--- src/rtl/zero_cross_period_meter.sv ---
`timescale 1ns/1ps
`default_nettype none
// ============================================================================
//  Module   : zero_cross_period_meter
//  Brief    : Rising zero-crossing detector with hysteresis; averages the
//             sample count of PERIODS periods and hands it downstream.
//  Revision : 1.0 - initial release
// ============================================================================
module zero_cross_period_meter #(
    parameter int WIDTH       = 12,
    parameter int COUNT_WIDTH = 16,
    parameter int HYST        = 64,
    parameter int PERIODS     = 4,
    parameter int MAX_PERIOD  = 4095
) (
    input  logic                   clk_i,
    input  logic                   reset_ni,
    input  logic                   valid_i,
    input  logic [WIDTH-1:0]       data_i,
    output logic                   ready_o,
    output logic                   valid_o,
    output logic [COUNT_WIDTH-1:0] period_o,
    input  logic                   ready_i,
    output logic                   timeout_o
);

    localparam int c_log2  = $clog2(PERIODS);
    localparam int c_acc_w = COUNT_WIDTH + c_log2;
    localparam int c_idx_w = $clog2(PERIODS + 1);

    localparam logic [1:0] c_seek  = 2'd0;
    localparam logic [1:0] c_armed = 2'd1;
    localparam logic [1:0] c_high  = 2'd2;
    localparam logic [1:0] c_low   = 2'd3;

    localparam logic signed [WIDTH:0]       c_hyst_hi = (WIDTH+1)'(HYST);
    localparam logic signed [WIDTH:0]       c_hyst_lo = -c_hyst_hi;
    localparam logic [COUNT_WIDTH-1:0]      c_cnt_one = COUNT_WIDTH'(1);
    localparam logic [COUNT_WIDTH-1:0]      c_cnt_max = COUNT_WIDTH'(MAX_PERIOD);
    localparam logic [c_idx_w-1:0]          c_idx_one = c_idx_w'(1);
    localparam logic [c_idx_w-1:0]          c_idx_end = c_idx_w'(PERIODS);

    logic [1:0]             r_state;
    logic [COUNT_WIDTH-1:0] r_count;
    logic [c_acc_w-1:0]     r_acc;
    logic [c_idx_w-1:0]     r_idx;
    logic                   r_valid;
    logic [COUNT_WIDTH-1:0] r_period;
    logic                   r_timeout;

    logic                   w_accept;
    logic signed [WIDTH:0]  w_sample;
    logic                   w_low;
    logic                   w_high;
    logic [COUNT_WIDTH-1:0] w_count_inc;
    logic                   w_timeout_hit;
    logic [c_acc_w-1:0]     w_acc_next;
    logic [c_idx_w-1:0]     w_idx_next;
    logic                   w_done;

    // A held result blocks new samples so nothing is ever dropped.
    assign ready_o       = ~r_valid | ready_i;
    assign w_accept      = valid_i & ready_o;
    assign w_sample      = {data_i[WIDTH-1], data_i};
    assign w_low         = (w_sample <= c_hyst_lo);
    assign w_high        = (w_sample >= c_hyst_hi);
    assign w_count_inc   = r_count + c_cnt_one;
    assign w_timeout_hit = (w_count_inc == c_cnt_max);
    assign w_acc_next    = r_acc + c_acc_w'(w_count_inc);
    assign w_idx_next    = r_idx + c_idx_one;
    assign w_done        = (w_idx_next == c_idx_end);

    always_ff @(posedge clk_i) begin
        if (!reset_ni) begin
            r_state   <= c_seek;
            r_count   <= '0;
            r_acc     <= '0;
            r_idx     <= '0;
            r_valid   <= 1'b0;
            r_period  <= '0;
            r_timeout <= 1'b0;
        end else begin
            r_timeout <= 1'b0;
            if (r_valid && ready_i) begin
                r_valid <= 1'b0;
            end
            if (w_accept) begin
                case (r_state)
                    c_seek: begin
                        if (w_low) begin
                            r_state <= c_armed;
                        end
                    end
                    c_armed: begin
                        if (w_high) begin
                            r_state <= c_high;
                            r_count <= '0;
                            r_acc   <= '0;
                            r_idx   <= '0;
                        end
                    end
                    c_high, c_low: begin
                        if ((r_state == c_low) && w_high) begin
                            // Measured crossing: the crossing sample closes the period.
                            r_state <= c_high;
                            r_count <= '0;
                            if (w_done) begin
                                r_period <= w_acc_next[c_log2 +: COUNT_WIDTH];
                                r_valid  <= 1'b1;
                                r_acc    <= '0;
                                r_idx    <= '0;
                            end else begin
                                r_acc <= w_acc_next;
                                r_idx <= w_idx_next;
                            end
                        end else if (w_timeout_hit) begin
                            r_timeout <= 1'b1;
                            r_state   <= c_seek;
                            r_count   <= '0;
                            r_acc     <= '0;
                            r_idx     <= '0;
                        end else begin
                            r_count <= w_count_inc;
                            if ((r_state == c_high) && w_low) begin
                                r_state <= c_low;
                            end
                        end
                    end
                    default: r_state <= c_seek;
                endcase
            end
        end
    end

    assign valid_o   = r_valid;
    assign period_o  = r_period;
    assign timeout_o = r_timeout;

endmodule
`default_nettype wire

--- config.mk ---
export PLATFORM = sky130hd
export DESIGN_NAME = zero_cross_period_meter
export DESIGN_NICKNAME = d
export VERILOG_FILES = /design/src/rtl/zero_cross_period_meter.sv
export SDC_FILE = /design/constraint.sdc
export NUM_CORES = 1
export LEC_CHECK = 0
export ABC_AREA = 1
export BUFFER_PORTS_ARGS = -buffer_cell sky130_fd_sc_hd__buf_2
export CAP_MARGIN = 10
export CORE_UTILIZATION = 49
export CTS_CLUSTER_DIAMETER = 150
export DETAILED_ROUTE_END_ITERATION = 7
export PLACE_DENSITY_LB_ADDON = 0.12
export SYNTH_ARGS = -nofsm -noshare
export SYNTH_HDL_FRONTEND = slang
export SYNTH_SLANG_ARGS = --single-unit
--- constraint.sdc ---
create_clock -name clk_i -period 2.7 [get_ports clk_i]
set_clock_uncertainty 0.1 [all_clocks]
set_input_delay 0 -clock clk_i [delete_from_list [all_inputs] [get_ports clk_i]]
set_output_delay 0 -clock clk_i [all_outputs]
set_load 0.1 [all_outputs]
==> results of run 1 <==
-- per-layer routing --
metal,up-vias,global-route usage [%]
met5,-,0
met4,0,6.99
met3,12,6.57
met2,99,40.3
met1,1788,34.5
li1,2032,-
-- cell usage in the layout, fill, tap and decap left out, types with 5 or more instances in the layout --
master,Yosys,layout
sky130_fd_sc_hd__nand3b_1,7,7
sky130_fd_sc_hd__dfxtp_2,0,8
sky130_fd_sc_hd__nand2_1,148,142
sky130_fd_sc_hd__clkinvlp_4,0,5
sky130_fd_sc_hd__or2_2,5,5
sky130_fd_sc_hd__nand2_2,8,14
sky130_fd_sc_hd__buf_4,1,35
sky130_fd_sc_hd__nand4_1,9,9
sky130_fd_sc_hd__a21oi_1,33,27
sky130_fd_sc_hd__nor2_4,3,5
sky130_fd_sc_hd__ha_4,0,13
sky130_fd_sc_hd__nor2_2,2,8
sky130_fd_sc_hd__nand3_2,5,5
sky130_fd_sc_hd__nand3_1,51,50
sky130_fd_sc_hd__buf_2,3,34
sky130_fd_sc_hd__o21ai_2,10,11
sky130_fd_sc_hd__clkbuf_8,0,9
sky130_fd_sc_hd__nor2_1,74,66
sky130_fd_sc_hd__xnor2_1,6,5
sky130_fd_sc_hd__o21ai_0,29,25
sky130_fd_sc_hd__dfxtp_1,57,47
sky130_fd_sc_hd__a21oi_2,0,6
sky130_fd_sc_hd__inv_1,65,62
sky130_fd_sc_hd__o211ai_1,8,8
-- state kept, by name, indices dropped and copies added, names as in the netlist --
signal,flops
r_idx,3
r_state,2
timeout_o,1
valid_o,1
r_acc,18
r_count,16
period_o,16
-- power by group through the flow --
stage	logic (mW)	registers [mW]	clock network (mW)
6_report	0.632	0.960	0.807
5_1_grt	0.705	0.967	0.865
3_5_place_dp	0.545	0.963	0
4_1_cts	0.551	0.946	0.824
2_1_floorplan	0.387	0.952	0
3_3_place_gp	0.534	0.962	0
-- cells by family after synthesis --
| group | share of synthesized area (%) |
|---|---|
| and+or+nand+nor | 37.0 |
| AOI/OAI and AO/OA | 13.8 |
| buffers and inverters | 9.67 |
| DFF | 29.6 |
| adders and majority gates | 7.01 |
| xor gates and xnor gates | 2.92 |
-- timing repair --
action / CTS / global route
setup buffers: 0 / 2
hold buffers: 3 / 0
endpoints found under the hold margin: 9 / 0
gates resized for setup: 4 / 68
setup endpoints to repair: 4 / 23
pin swaps: 0 / 10
-- per-stage QoR --
| stage | power, mW | setup WS, ns | setup TNS (ns) | util [%] | instance area [µm²] |
|---|---|---|---|---|---|
| after global placement | 1.50 | 0.0543 | 0 | 57.5 | 4290 |
| final | 2.40 | 0.0659 | 0 | 65.2 | 4850 |
| after floorplan | 1.34 | 0.183 | 0 | - | 3860 |
| after CTS | 2.32 | 0.0312 | 0 | 60.7 | 4520 |
| after detailed placement | 1.51 | -0.0205 | -0.0232 | 57.5 | 4290 |
| after global routing | 2.54 | -0.0814 | -0.208 | 65.2 | 4850 |
-- synth_stat cells, drive strengths merged --
cell type | number | area [µm²]
dlygate4sd1 | 1 | 8.76
ha | 20 | 250
nor3 | 5 | 35.0
nor4 | 3 | 18.8
xnor2 | 7 | 68.8
fa | 1 | 20.0
o21bai | 5 | 37.5
nand3b | 7 | 52.6
nand2 | 156 | 606
or2 | 5 | 31.3
inv | 67 | 251
nor2 | 79 | 324
o211ai | 8 | 60.1
a31oi | 1 | 6.26
dfxtp | 57 | 1140
clkbuf | 6 | 22.5
buf | 10 | 90.1
a21o | 3 | 22.5
xor2 | 5 | 43.8
o31ai | 1 | 7.51
o21ai | 39 | 233
a21oi | 33 | 165
nand3 | 56 | 305
nand4 | 9 | 56.3
-- worst min-delay path by stage --
stage	slack [ns]	endpoint	startpoint
after floorplan	0.07	r_acc[9]	reset_ni
after global placement	0.20	valid_o	ready_i
after detailed placement	0.22	valid_o	ready_i
after CTS	0.004	r_state[0]	data_i[11]
after global routing	0.05	r_state[0]	data_i[11]
final	0.03	r_state[0]	data_i[11]
-- worst max-delay path, stage by stage, from the launching register on --
cell	delay (ns)
sky130_fd_sc_hd__dfxtp_4	0.40
sky130_fd_sc_hd__nand3_2	0.17
sky130_fd_sc_hd__nor2_4	0.12
sky130_fd_sc_hd__nand2_1	0.08
sky130_fd_sc_hd__nand2_1	0.12
sky130_fd_sc_hd__inv_1	0.08
sky130_fd_sc_hd__ha_2	0.38
sky130_fd_sc_hd__nand2_1	0.10
sky130_fd_sc_hd__nor2_1	0.12
sky130_fd_sc_hd__nor2_1	0.06
sky130_fd_sc_hd__nand2_1	0.13
sky130_fd_sc_hd__a21oi_1	0.12
sky130_fd_sc_hd__or2_2	0.29
sky130_fd_sc_hd__nand2_1	0.07
sky130_fd_sc_hd__nand2_1	0.05
sky130_fd_sc_hd__o211ai_1	0.09
sky130_fd_sc_hd__inv_1	0.05
-- area by class of cell --
type | count | area, µm²
multi-input cells | 443 | 2650
fillers | 681 | 2590
flip-flops and latches | 57 | 1160
repair buffers | 72 | 463
inverters | 67 | 262
clock buffers | 9 | 124
well taps | 99 | 124
clock inverters | 7 | 71.3
==> results by stage, run 1 <==
Clock tree:
- CTS placed an instance of sky130_fd_sc_hd__clkbuf_8 at the clock tree root.
- Clock-pin slew was measured on the worst setup and hold paths at 0.07 ns.
- The H-tree depth is 3.
- The clock passes through at most 2 buffers.
- The TritonCTS sink count is 57.
- TritonCTS built the clock tree.
- TritonCTS created 9 clock buffers.
- At the later pin of the worst-skew pair, clock insertion delay measures 0.35 ns.

Layout:
- The net total in the final layout is 687.
- The signed area change from the synthesized netlist to the final layout is 25.8%.
- The repair_antennas step left the layout with diodes totalling 0.
- The final non-filler cell total is 754.
- The post-route netlist has 27.6% of its cells at a drive strength greater than 1.

GRT:
- The via count of the first global-routing pass came to 3657.
- Summed over all layers, the global routing overflow is 0.
- The wire length of the first global-routing pass is 16800 µm.
- In the global route stage, overall resource usage came out at 25.6%.
- The initial antenna violation count is 0.
- Entering global routing, the biggest net connects 31 pins.

Route:
- The wire length on met3 is 589 µm.
- The uppermost metal layer occupied by signal nets is met4.
- For this block, the routed nets add up to 10500 µm of wire.
- The detail route stage leaves a number of antenna-violating nets equal to 0.
- The routed design uses 4860 µm of met2 wire.
- The detailed router put a total of 4880 µm of wire on met1.
- Summing over every cut layer, the via total after detailed routing is 3931.
- For this block, the initial DRC count from the detailed router was 188.
- After detailed routing, the average wire length per cell comes to 13.9 µm.
- The via-per-instance ratio is 5.21.
- The count of TritonRoute iterations in the first routing pass is 5.
- In the routed design, unresolved DRC markers number 0.

Worst setup path:
- The data arrival time at the worst-slack endpoint is 2.78 ns.
- In this run the worst path has a maximum fanout of 5.
- The capture point of the critical path is period_o[9].
- The start-to-end type of the worst setup path is reg2reg.
- The startpoint of the worst register-to-register path is r_count[1].
- The setup check on the worst reg-to-reg path leaves a slack of 0.07 ns.
- The required time reported for the critical path endpoint is 2.84 ns.
- The category of the worst setup path launch point is a register.
- The critical path launch point is r_count[1].
- The endpoint of the worst register-to-register path is period_o[9].
- The worst reg2reg path depth is 16.
- The worst setup path is captured at a register.

Pwr:
- Of the total power, combinational logic draws 26.3%.
- The internal power of the cells totals 1.59 mW.
- Registers are responsible for 40.0% of the overall power.
- The share of total power dissipated in the clock network is 33.6%.
- Net switching is 33.8% of the power.
- In this run the static leakage power is 2.12 nW.
- The analysis attributes to net switching a power of 0.811 mW.
- IR analysis of the VDD net gives a maximum drop of 0.328 mV.
- The areal power density over the cells is 495 nW/µm².

STA:
- The routed design could run at a clock period as short as 2.63 ns.
- Setup repair after global routing could not meet its margin everywhere.
- Across all hold checks on the routed design, the worst slack comes to 0.0260 ns.
- The number of failing hold endpoints at the final stage is 0.
- The fraction of the cycle the final worst path needs is 97.6%.
- The upper clock frequency limit is 380 MHz.
- The final-report max-slew violation count is 0.
- In this run the tightest slew margin relative to its limit is 62.9%.
- The count of final setup violators is 0.
- At the pin with the least slew margin, the transition time is 0.556 ns.

Yosys:
- The count of yosys warnings during synthesis is 0.
- The total nets after synthesis is 621.
- The area of the mapped netlist is 3860 µm².
- The sequential share of the synthesized area is 29.6%.
- The synthesized instance count is 584.
- The post-synthesis sequential element count is 57.
- In this run, distinct cell masters in the synthesized netlist total 34.
- The average footprint of a synthesized cell is 6.61 µm².

Die:
- The number of placement rows is 31.
- During I/O placement, the number of pins put on the boundary was 35.
- The die is 90.7 µm wide.
- The placeable core region is 7450 µm².
- The die covers 8230 µm².
- The effective utilization at floorplan is 51.8%.
- In this run the vertical extent of the chip is 90.7 µm.

Min path:
- The classification of the worst-slack hold path is in2reg.
- The worst hold path was traced through 5 stages.

Place:
- The count of port buffers added during placement is 34.
- The final RePlAce weighted congestion is 0.908.
- Detailed placement ended at an HPWL of 7410 µm.
- The post-placement cell count is 733.

Run status:
- The flow ran to the end, and the final reports show no timing, DRC or antenna violations.

Run:
- The max-cap check violation count is 0.
Note: power is estimated with default switching activity, not from simulation.
==> run 2: changes to the inputs <==
--- a/config.mk
+++ b/config.mk
@@ -5,7 +5,6 @@
 export SDC_FILE = /design/constraint.sdc
 export NUM_CORES = 1
 export LEC_CHECK = 0
-export ABC_AREA = 1
 export BUFFER_PORTS_ARGS = -buffer_cell sky130_fd_sc_hd__buf_2
 export CAP_MARGIN = 10
 export CORE_UTILIZATION = 49
==> results by stage, run 2 <==
Layout:
- The register ranked first by flip-flop count is r_acc.
- The library cells used most frequently in the layout, excluding fill and tap cells, are 88 x sky130_fd_sc_hd__buf_4, 49 x sky130_fd_sc_hd__dfxtp_1, 39 x sky130_fd_sc_hd__nand2_1.
- The repair_antennas step left the layout with diodes totalling 0.
- The register with the most flip-flops in the layout has 18 of them.
- The library cell used most frequently in the layout, excluding fill and tap cells, is sky130_fd_sc_hd__buf_4.
- In the final layout, the share of cells above drive strength 1 is 44.5%.
- The area taken by flip-flops and latches is 1160 µm².
- The net total in the final layout is 572.
- The post-layout utilization of the core is 77.1%.
- Counting the fill cells in the layout gives 450.
- The area used by multi-input combinational logic is 2730 µm².
- Relative to the synthesized area, the layout overhead comes to 52.2%.

Yosys:
- Of the synthesized area, sequential elements account for 33.2%.
- By area the synthesized netlist is led by sky130_fd_sc_hd__dfxtp_1 33%, sky130_fd_sc_hd__ha_1 7.3%, sky130_fd_sc_hd__xnor2_1 6.6%.
- The synthesized design devotes to its leading area cell type 33.2% of total area.
- The total nets after synthesis is 442.
- The library cell occupying the most area in the post-synthesis netlist is sky130_fd_sc_hd__dfxtp_1.
- The synthesized instance count is 405.
- The number of distinct library cell variants in the gate-level netlist after synthesis is 60.
- The main flop type after synthesis is sky130_fd_sc_hd__dfxtp_1.
- A synthesized cell averages 8.50 µm².
- The proportion of register bits with asynchronous set or reset after synthesis is 0%.
- The cell with the most instances after synthesis is sky130_fd_sc_hd__dfxtp_1.
- Counting instances in the post-synthesis netlist gives the leading cell types as 57 x sky130_fd_sc_hd__dfxtp_1, 46 x sky130_fd_sc_hd__nand2_1, 29 x sky130_fd_sc_hd__nor2_1.
- The area of the mapped netlist is 3440 µm².
- The synthesized design contains 0 enable-type register cells.
- The count of yosys warnings during synthesis is 0.
- The post-synthesis sequential element count is 57.

Route:
- After detailed routing, the number of remaining DRC violations is 0.
- The total routed wirelength is 11500 µm.
- The count of antenna-violating nets left after detailed routing is 0.
- Before antenna repair, the detailed router went through 4 iterations.
- The via-per-instance ratio is 5.83.
- The violation count after the first detailed-routing iteration is 259.
- The wire length per cell after detailed routing is 18.1 µm.
- The routed layout has 3705 vias.

GRT:
- Entering global routing, the biggest net connects 22 pins.
- The wire length of the first global-routing pass is 15500 µm.
- The total congestion overflow after global routing is 0.
- The via count of the first global-routing pass came to 3260.
- The initial antenna violation count came to 0.
- The overall routing resource usage is 26.8%.

Place:
- The count of port buffers added during placement is 34.
- At the end of routability-driven placement, the weighted congestion stood at 0.906.
- The wire-length estimate of the detail-placed layout is 6630 µm.
- Timing analysis after detailed placement gives a worst setup slack of -0.256 ns.

Pwr:
- The worst-case IR drop observed on VDD is 0.262 mV.
- The areal power density over the cells is 327 nW/µm².
- The clock share of power is 44.9%.
- The analysis attributes to cell leakage a power of 2.22 nW.
- Overall power consumption after layout is estimated at 1.71 mW.
- Combinational logic is responsible for 5.8% of the overall power.
- The sequential cell fraction of total power is 49.3%.
- Cell internal power was estimated by the tool at 1.29 mW.
- In this run switching power makes up 24.7% of total power.
- In this run the power spent charging and discharging nets is 0.423 mW.

Clock tree:
- In this run, CTS created clock tree buffers numbering 9.
- The clock-pin slew reported for the worst setup and hold paths after clock tree synthesis is 0.07 ns.
- CTS built an H-tree with a depth of 3.
- The clock tree from TritonCTS is done.
- The source-to-sink clock delay at the later pin of the worst-skew pair is 0.35 ns.
- CTS saw 57 sinks.
- The deepest clock path buffer count is 2.
- In this run the clock root is driven by a sky130_fd_sc_hd__clkbuf_8.

Worst setup path:
- In this run the critical register-to-register path is launched from r_count[1].
- The cell type of the slowest stage on the worst timing path is sky130_fd_sc_hd__dfxtp_4.
- The worst setup path is captured at a register.
- The most frequent cell on the critical path is sky130_fd_sc_hd__and3_4.
- The worst register-to-register path has a setup slack of -0.28 ns.
- The data arrival time at the worst-slack endpoint is 3.13 ns.
- The highest cell delay on the worst timing path is 0.37 ns.
- The category of the worst setup path launch point is a register.
- Of all nets on the critical path, the largest fanout is 4.
- The required time reported for the critical path endpoint is 2.85 ns.
- Counting cells, the worst reg-to-reg path comes to 12.
- The critical path goes through ha_4 > and3_4 > and3_4 > xor2_1 > ha_1 > a2111oi_2 > o21ai_1 > nand4_1 > a31oi_4 > a21oi_2 > xnor2_1 > a22o_1.
- The start-to-end type of the worst setup path is reg2reg.
- In this run the critical register-to-register path is captured at r_acc[15].

Min path:
- The hold path endpoint is r_state[1].
- The path class of the tightest hold or removal check is in2reg.
- The start point of the worst hold path is valid_i.
- The cell count of the worst hold path is 3.

Die:
- The die covers 7360 µm².
- The number of top-level pins is 35.
- The effective utilization at floorplan is 50.7%.
- The chip width is 85.8 µm.
- The die boundary height is 85.8 µm.
- The total area inside the core boundary comes to 6790 µm².
- The floorplan has 30 rows.

STA:
- Setup violations remaining at the end of the flow were counted as 22.
- The slew at the pin closest to its max-slew limit is 0.597 ns.
- The fraction of the cycle the final worst path needs is 110%.
- Setup repair after global routing could not meet its margin everywhere.
- The final-report max-slew violation count came to 0.
- The post-layout minimum cycle time is 2.98 ns.
- The setup TNS after final layout is -4.24 ns.
- The number of failing hold endpoints at the final stage is 0.
- Headroom to the max-slew limit came out at 60.1%.
- For this run, the top clock speed supported by timing is 335 MHz.
- In the post-route analysis, the smallest setup slack over all paths is -0.282 ns.

Run status:
- The flow ran to the end, but the final reports show violations.
- The final reports fail on setup timing.

Run:
- The max-cap check violation count is 0.
-- run 2: changes by cell type after synthesis, moves of 8 or more --
cell | before | now
sky130_fd_sc_hd__o21ai_2 | 10 | 0
sky130_fd_sc_hd__o21ai_0 | 29 | 16
sky130_fd_sc_hd__nand3_1 | 51 | 22
sky130_fd_sc_hd__nor2_1 | 74 | 29
sky130_fd_sc_hd__nand2_1 | 148 | 46
sky130_fd_sc_hd__a22o_1 | 0 | 8
sky130_fd_sc_hd__a21oi_1 | 33 | 24
sky130_fd_sc_hd__inv_1 | 65 | 9
sky130_fd_sc_hd__xor2_1 | 5 | 20
sky130_fd_sc_hd__xnor2_1 | 6 | 26
sky130_fd_sc_hd__nand2_2 | 8 | 0
-- run 2: timing repair --
item,4_1_cts,5_1_grt
hold buffers,5,0
buffers inserted,13,11
endpoints found under the setup margin,24,52
pin swaps,32,52
gates cloned,0,2
endpoints found under the hold margin,5,0
resized for setup,44,69
-- run 2: power groups by stage --
stage          Combinational [mW]  Clock, mW  Sequential (mW)
4_1_cts                    0.0815      0.758            0.846
2_1_floorplan              0.0383          0            0.865
3_3_place_gp               0.0696          0            0.864
5_1_grt                     0.105      0.802            0.845
3_5_place_dp               0.0704          0            0.864
6_report                   0.0993      0.770            0.846
-- run 2: worst max-delay path, delay by kind of cell, from the launching register on --
kind	cells	cell delay [ns]
simple gates	3	0.63
flops	1	0.37
fa+ha+maj	2	0.46
xor+xnor	2	0.26
compound gates	5	1.06
-- run 2: final cells by class --
class                   count  area share [%]
repair buffers            138            19.3
clock inverters             2           0.215
inverters                  11           0.788
flip-flops and latches     57            22.1
clock buffers              13            3.22
well taps                  96            2.29
multi-input cells         318            52.1
-- run 2: metrics by stage --
stage | instances | hold slack (ns) | instance area (µm²)
2_1_floorplan | 405 | 0.101 | 3520
3_3_place_gp | 589 | 0.217 | 4260
3_5_place_dp | 589 | 0.233 | 4260
4_1_cts | 622 | 0.000896 | 4750
5_1_grt | 635 | 0.0528 | 5240
6_report | 635 | 0.00526 | 5240
-- run 2: per-layer routing --
layer,GRT usage [%],routed length [µm]
met5,0,0
met4,11.8,525
met3,5.39,631
met2,43.3,5430
met1,34.7,4880
-- run 2: worst max-delay path by stage --
| stage | from | endpoint | slack [ns] | cells past startpoint |
|---|---|---|---|---|
| final | r_count[1] | r_acc[15] | -0.28 | 12 |
| after global placement | r_count[1] | r_acc[16] | -0.20 | 13 |
| after detailed placement | r_count[1] | period_o[15] | -0.26 | 13 |
| after floorplan | r_count[1] | r_acc[15] | -0.22 | 14 |
| after global routing | r_count[1] | r_acc[15] | -0.51 | 12 |
| after CTS | r_count[0] | r_acc[15] | -0.21 | 13 |
-- run 2: kinds of logic (layout without fill, tap and decap cells) --
| family | count (synthesis) | in the layout | share of synthesized area, % |
|---|---|---|---|
| flip-flops | 57 | 57 | 33.2 |
| AO/OA/AOI/OAI | 96 | 97 | 19.5 |
| AND/OR/NAND/NOR | 153 | 153 | 22.9 |
| adder cells (fa/ha/maj) | 21 | 21 | 7.85 |
| buffers and inverters | 31 | 164 | 4.62 |
| XOR/XNOR | 46 | 46 | 11.7 |
| multiplexers | 1 | 1 | 0.291 |
==> run 3: changes to the inputs <==
--- a/config.mk
+++ b/config.mk
@@ -10,6 +10,7 @@
 export CORE_UTILIZATION = 49
 export CTS_CLUSTER_DIAMETER = 150
 export DETAILED_ROUTE_END_ITERATION = 7
+export HOLD_SLACK_MARGIN = 0.06
 export PLACE_DENSITY_LB_ADDON = 0.12
 export SYNTH_ARGS = -nofsm -noshare
 export SYNTH_HDL_FRONTEND = slang
==> results by stage, run 3 (synthesized netlist as in run 2, its figures left out) <==
GRT:
- The initial antenna violation count is 0.
- The wire length of the first global-routing pass is 15600 µm.
- The via count of the first global-routing pass is 3279.
- After global routing the overflow that remains totals 0.
- Entering global routing, the biggest net connects 22 pins.
- Global routing used 27.0% of the available tracks.

Route:
- In the routed design, unresolved DRC markers number 0.
- In the final routed layout, each cell accounts on average for 18.1 µm.
- The first routing iteration left 267 violations.
- The first TritonRoute pass finished after 5 iterations.
- Dividing the detail-routed via count by the number of cells gives 5.83.
- The overall via count from detail_route is 3713.
- Wires add up to 11500 µm.
- The detail route stage leaves a number of antenna-violating nets equal to 0.

Clock tree:
- After clock tree synthesis, the clock-pin slew on the worst setup and hold paths is 0.07 ns.
- The clock passes through at most 2 buffers.
- The clock tree from TritonCTS is done.
- The TritonCTS buffer count is 9.
- The source-to-sink clock delay at the later pin of the worst-skew pair is 0.35 ns.
- The H-tree was split into 3 levels.
- The clock net in this run drives a total of 57 sinks.
- The root cell of the clock tree is sky130_fd_sc_hd__clkbuf_8.

Layout:
- The final antenna diode count is 0.
- The post-route netlist has 44.4% of its cells at a drive strength greater than 1.
- Leaving out fill and tap cells, the most frequent cell in the layout is sky130_fd_sc_hd__buf_4.
- The register with the most flip-flops in the layout has 18 of them.
- The signed area change from the synthesized netlist to the final layout is 52.8%.
- The finished cells cover 5260 µm².
- The register ranked first by flip-flop count is r_acc.
- The layout has 443 filler cells.
- The final non-filler cell total is 637.
- The net total in the final layout is 574.
- Leaving out fill and tap cells, the most frequent cells in the layout are 88 x sky130_fd_sc_hd__buf_4, 49 x sky130_fd_sc_hd__dfxtp_1, 39 x sky130_fd_sc_hd__nand2_1.

Pwr:
- The areal power density over the cells is 324 nW/µm².
- In this run the static leakage power is 2.23 nW.
- The total power after layout is 1.70 mW.
- The worst voltage drop across the vdd grid is 0.262 mV.

Worst setup path:
- The maximum fanout encountered on the critical timing path is 4.
- STA classifies the critical path endpoint as a register.
- The worst setup path is launched from a register.
- At the worst endpoint, the arrival time is 3.14 ns.
- The startpoint identified for the worst register-to-register timing path is r_count[1].
- The critical path in this run is classified as reg2reg.
- At the worst endpoint, the required time is 2.84 ns.
- Tracing the worst setup path back leads to its startpoint at r_count[1].

Run status:
- The checks that failed: setup timing.
- The run finished, with violations left.

Place:
- Buffers placed on the I/O ports in this run total 34.
- Once placement finished, the instance area stood at 4260 µm².
- The final RePlAce weighted congestion is 0.906.
- Detailed placement finished with a half-perimeter wire length of 6630 µm.
- Including well taps, the total number of placed cells is 589.

Die:
- Row generation in the floorplan step produced 30 rows.
- Once the floorplan was initialized, standard cells occupied 50.7% of the core.
- The die covers 7360 µm².
- Measured along the x axis, the die boundary spans 85.8 µm.
- The placeable core region is 6790 µm².
- During I/O placement, the number of pins put on the boundary was 35.
- From bottom edge to top edge, the die measures 85.8 µm.

STA:
- At the pin with the least slew margin, the transition time is 0.597 ns.
- The number of failing hold endpoints at the final stage is 0.
- The worst slew slack as a fraction of its limit is 60.1%.
- The upper clock frequency limit is 333 MHz.
- The setup TNS after final layout is -4.51 ns.
- Setup repair after global routing could not meet its margin everywhere.
- After layout, the minimum clock period comes to 3.00 ns.
- The fraction of the cycle the final worst path needs is 111%.
- The final-report max-slew violation count was 0.
- Setup violations remaining at the end of the flow were counted as 22.
- The worst setup margin is -0.303 ns.

Min path:
- The classification of the worst-slack hold path is in2reg.
- The start point of the worst hold path is data_i[7].

Run:
- The tool flagged a number of max-cap violations equal to 0.
run 3: per-stage QoR:
| stage | utilization (%) | hold slack [ns] | setup slack [ns] |
|---|---|---|---|
| 5_1_grt | 77.4 | 0.330 | -0.515 |
| 6_report | 77.4 | 0.259 | -0.303 |
| 4_1_cts | 70.2 | 0.241 | -0.215 |
| 3_5_place_dp | 62.6 | 0.233 | -0.256 |
| 3_3_place_gp | 62.6 | 0.217 | -0.201 |
| 2_1_floorplan | - | 0.101 | -0.216 |
run 3: power by group:
| part | switching (mW) | internal (mW) |
|---|---|---|
| combinational | 0.0541 | 0.0477 |
| clock | 0.355 | 0.403 |
| sequential | 0.00284 | 0.843 |
run 3: area by class of cell:
| cell class | instances | area [µm²] | area share, % |
|---|---|---|---|
| clock buffer | 13 | 169 | 3.21 |
| clock inverter | 2 | 11.3 | 0.214 |
| inverter | 11 | 41.3 | 0.785 |
| multi-input combinational | 318 | 2730 | 51.9 |
| sequential | 57 | 1160 | 22.0 |
| tap | 96 | 120 | 2.28 |
| timing repair buffer | 140 | 1030 | 19.7 |
run 3: path summary, 6_finish.rpt:
check / cells past startpoint / slack [ns] / to
max reg2reg: 12 / -0.30 / r_acc[15]
min reg2reg: 2 / 0.35 / period_o[3]
max: 12 / -0.30 / r_acc[15]
min: 6 / 0.26 / r_idx[2]
run 3: critical path: stages, from the launching register on:
cell                        delay, ns
sky130_fd_sc_hd__dfxtp_4         0.36
sky130_fd_sc_hd__ha_4            0.16
sky130_fd_sc_hd__and3_4          0.18
sky130_fd_sc_hd__and3_4          0.21
sky130_fd_sc_hd__xor2_1          0.16
sky130_fd_sc_hd__ha_1            0.30
sky130_fd_sc_hd__a2111oi_2       0.34
sky130_fd_sc_hd__o21ai_1         0.19
sky130_fd_sc_hd__nand4_1         0.24
sky130_fd_sc_hd__a31oi_4         0.14
sky130_fd_sc_hd__a21oi_2         0.23
sky130_fd_sc_hd__xnor2_1         0.11
sky130_fd_sc_hd__a22o_1          0.18
run 3: timing repair:
item / CTS / global route
pin swaps: 32 / 52
hold buffers: 7 / 0
hold endpoints to repair: 13 / 0
buffers inserted: 13 / 11
setup endpoints to repair: 24 / 52
cloned: 0 / 2
resized for setup: 44 / 69
run 3: per-layer routing:
metal / GRT usage, % / wire length, µm / vias up
li1: - / - / 1743
met1: 34.8 / 4810 / 1759
met2: 43.7 / 5400 / 164
met3: 5.68 / 785 / 47
met4: 12.0 / 520 / 0
met5: 0 / 0 / -
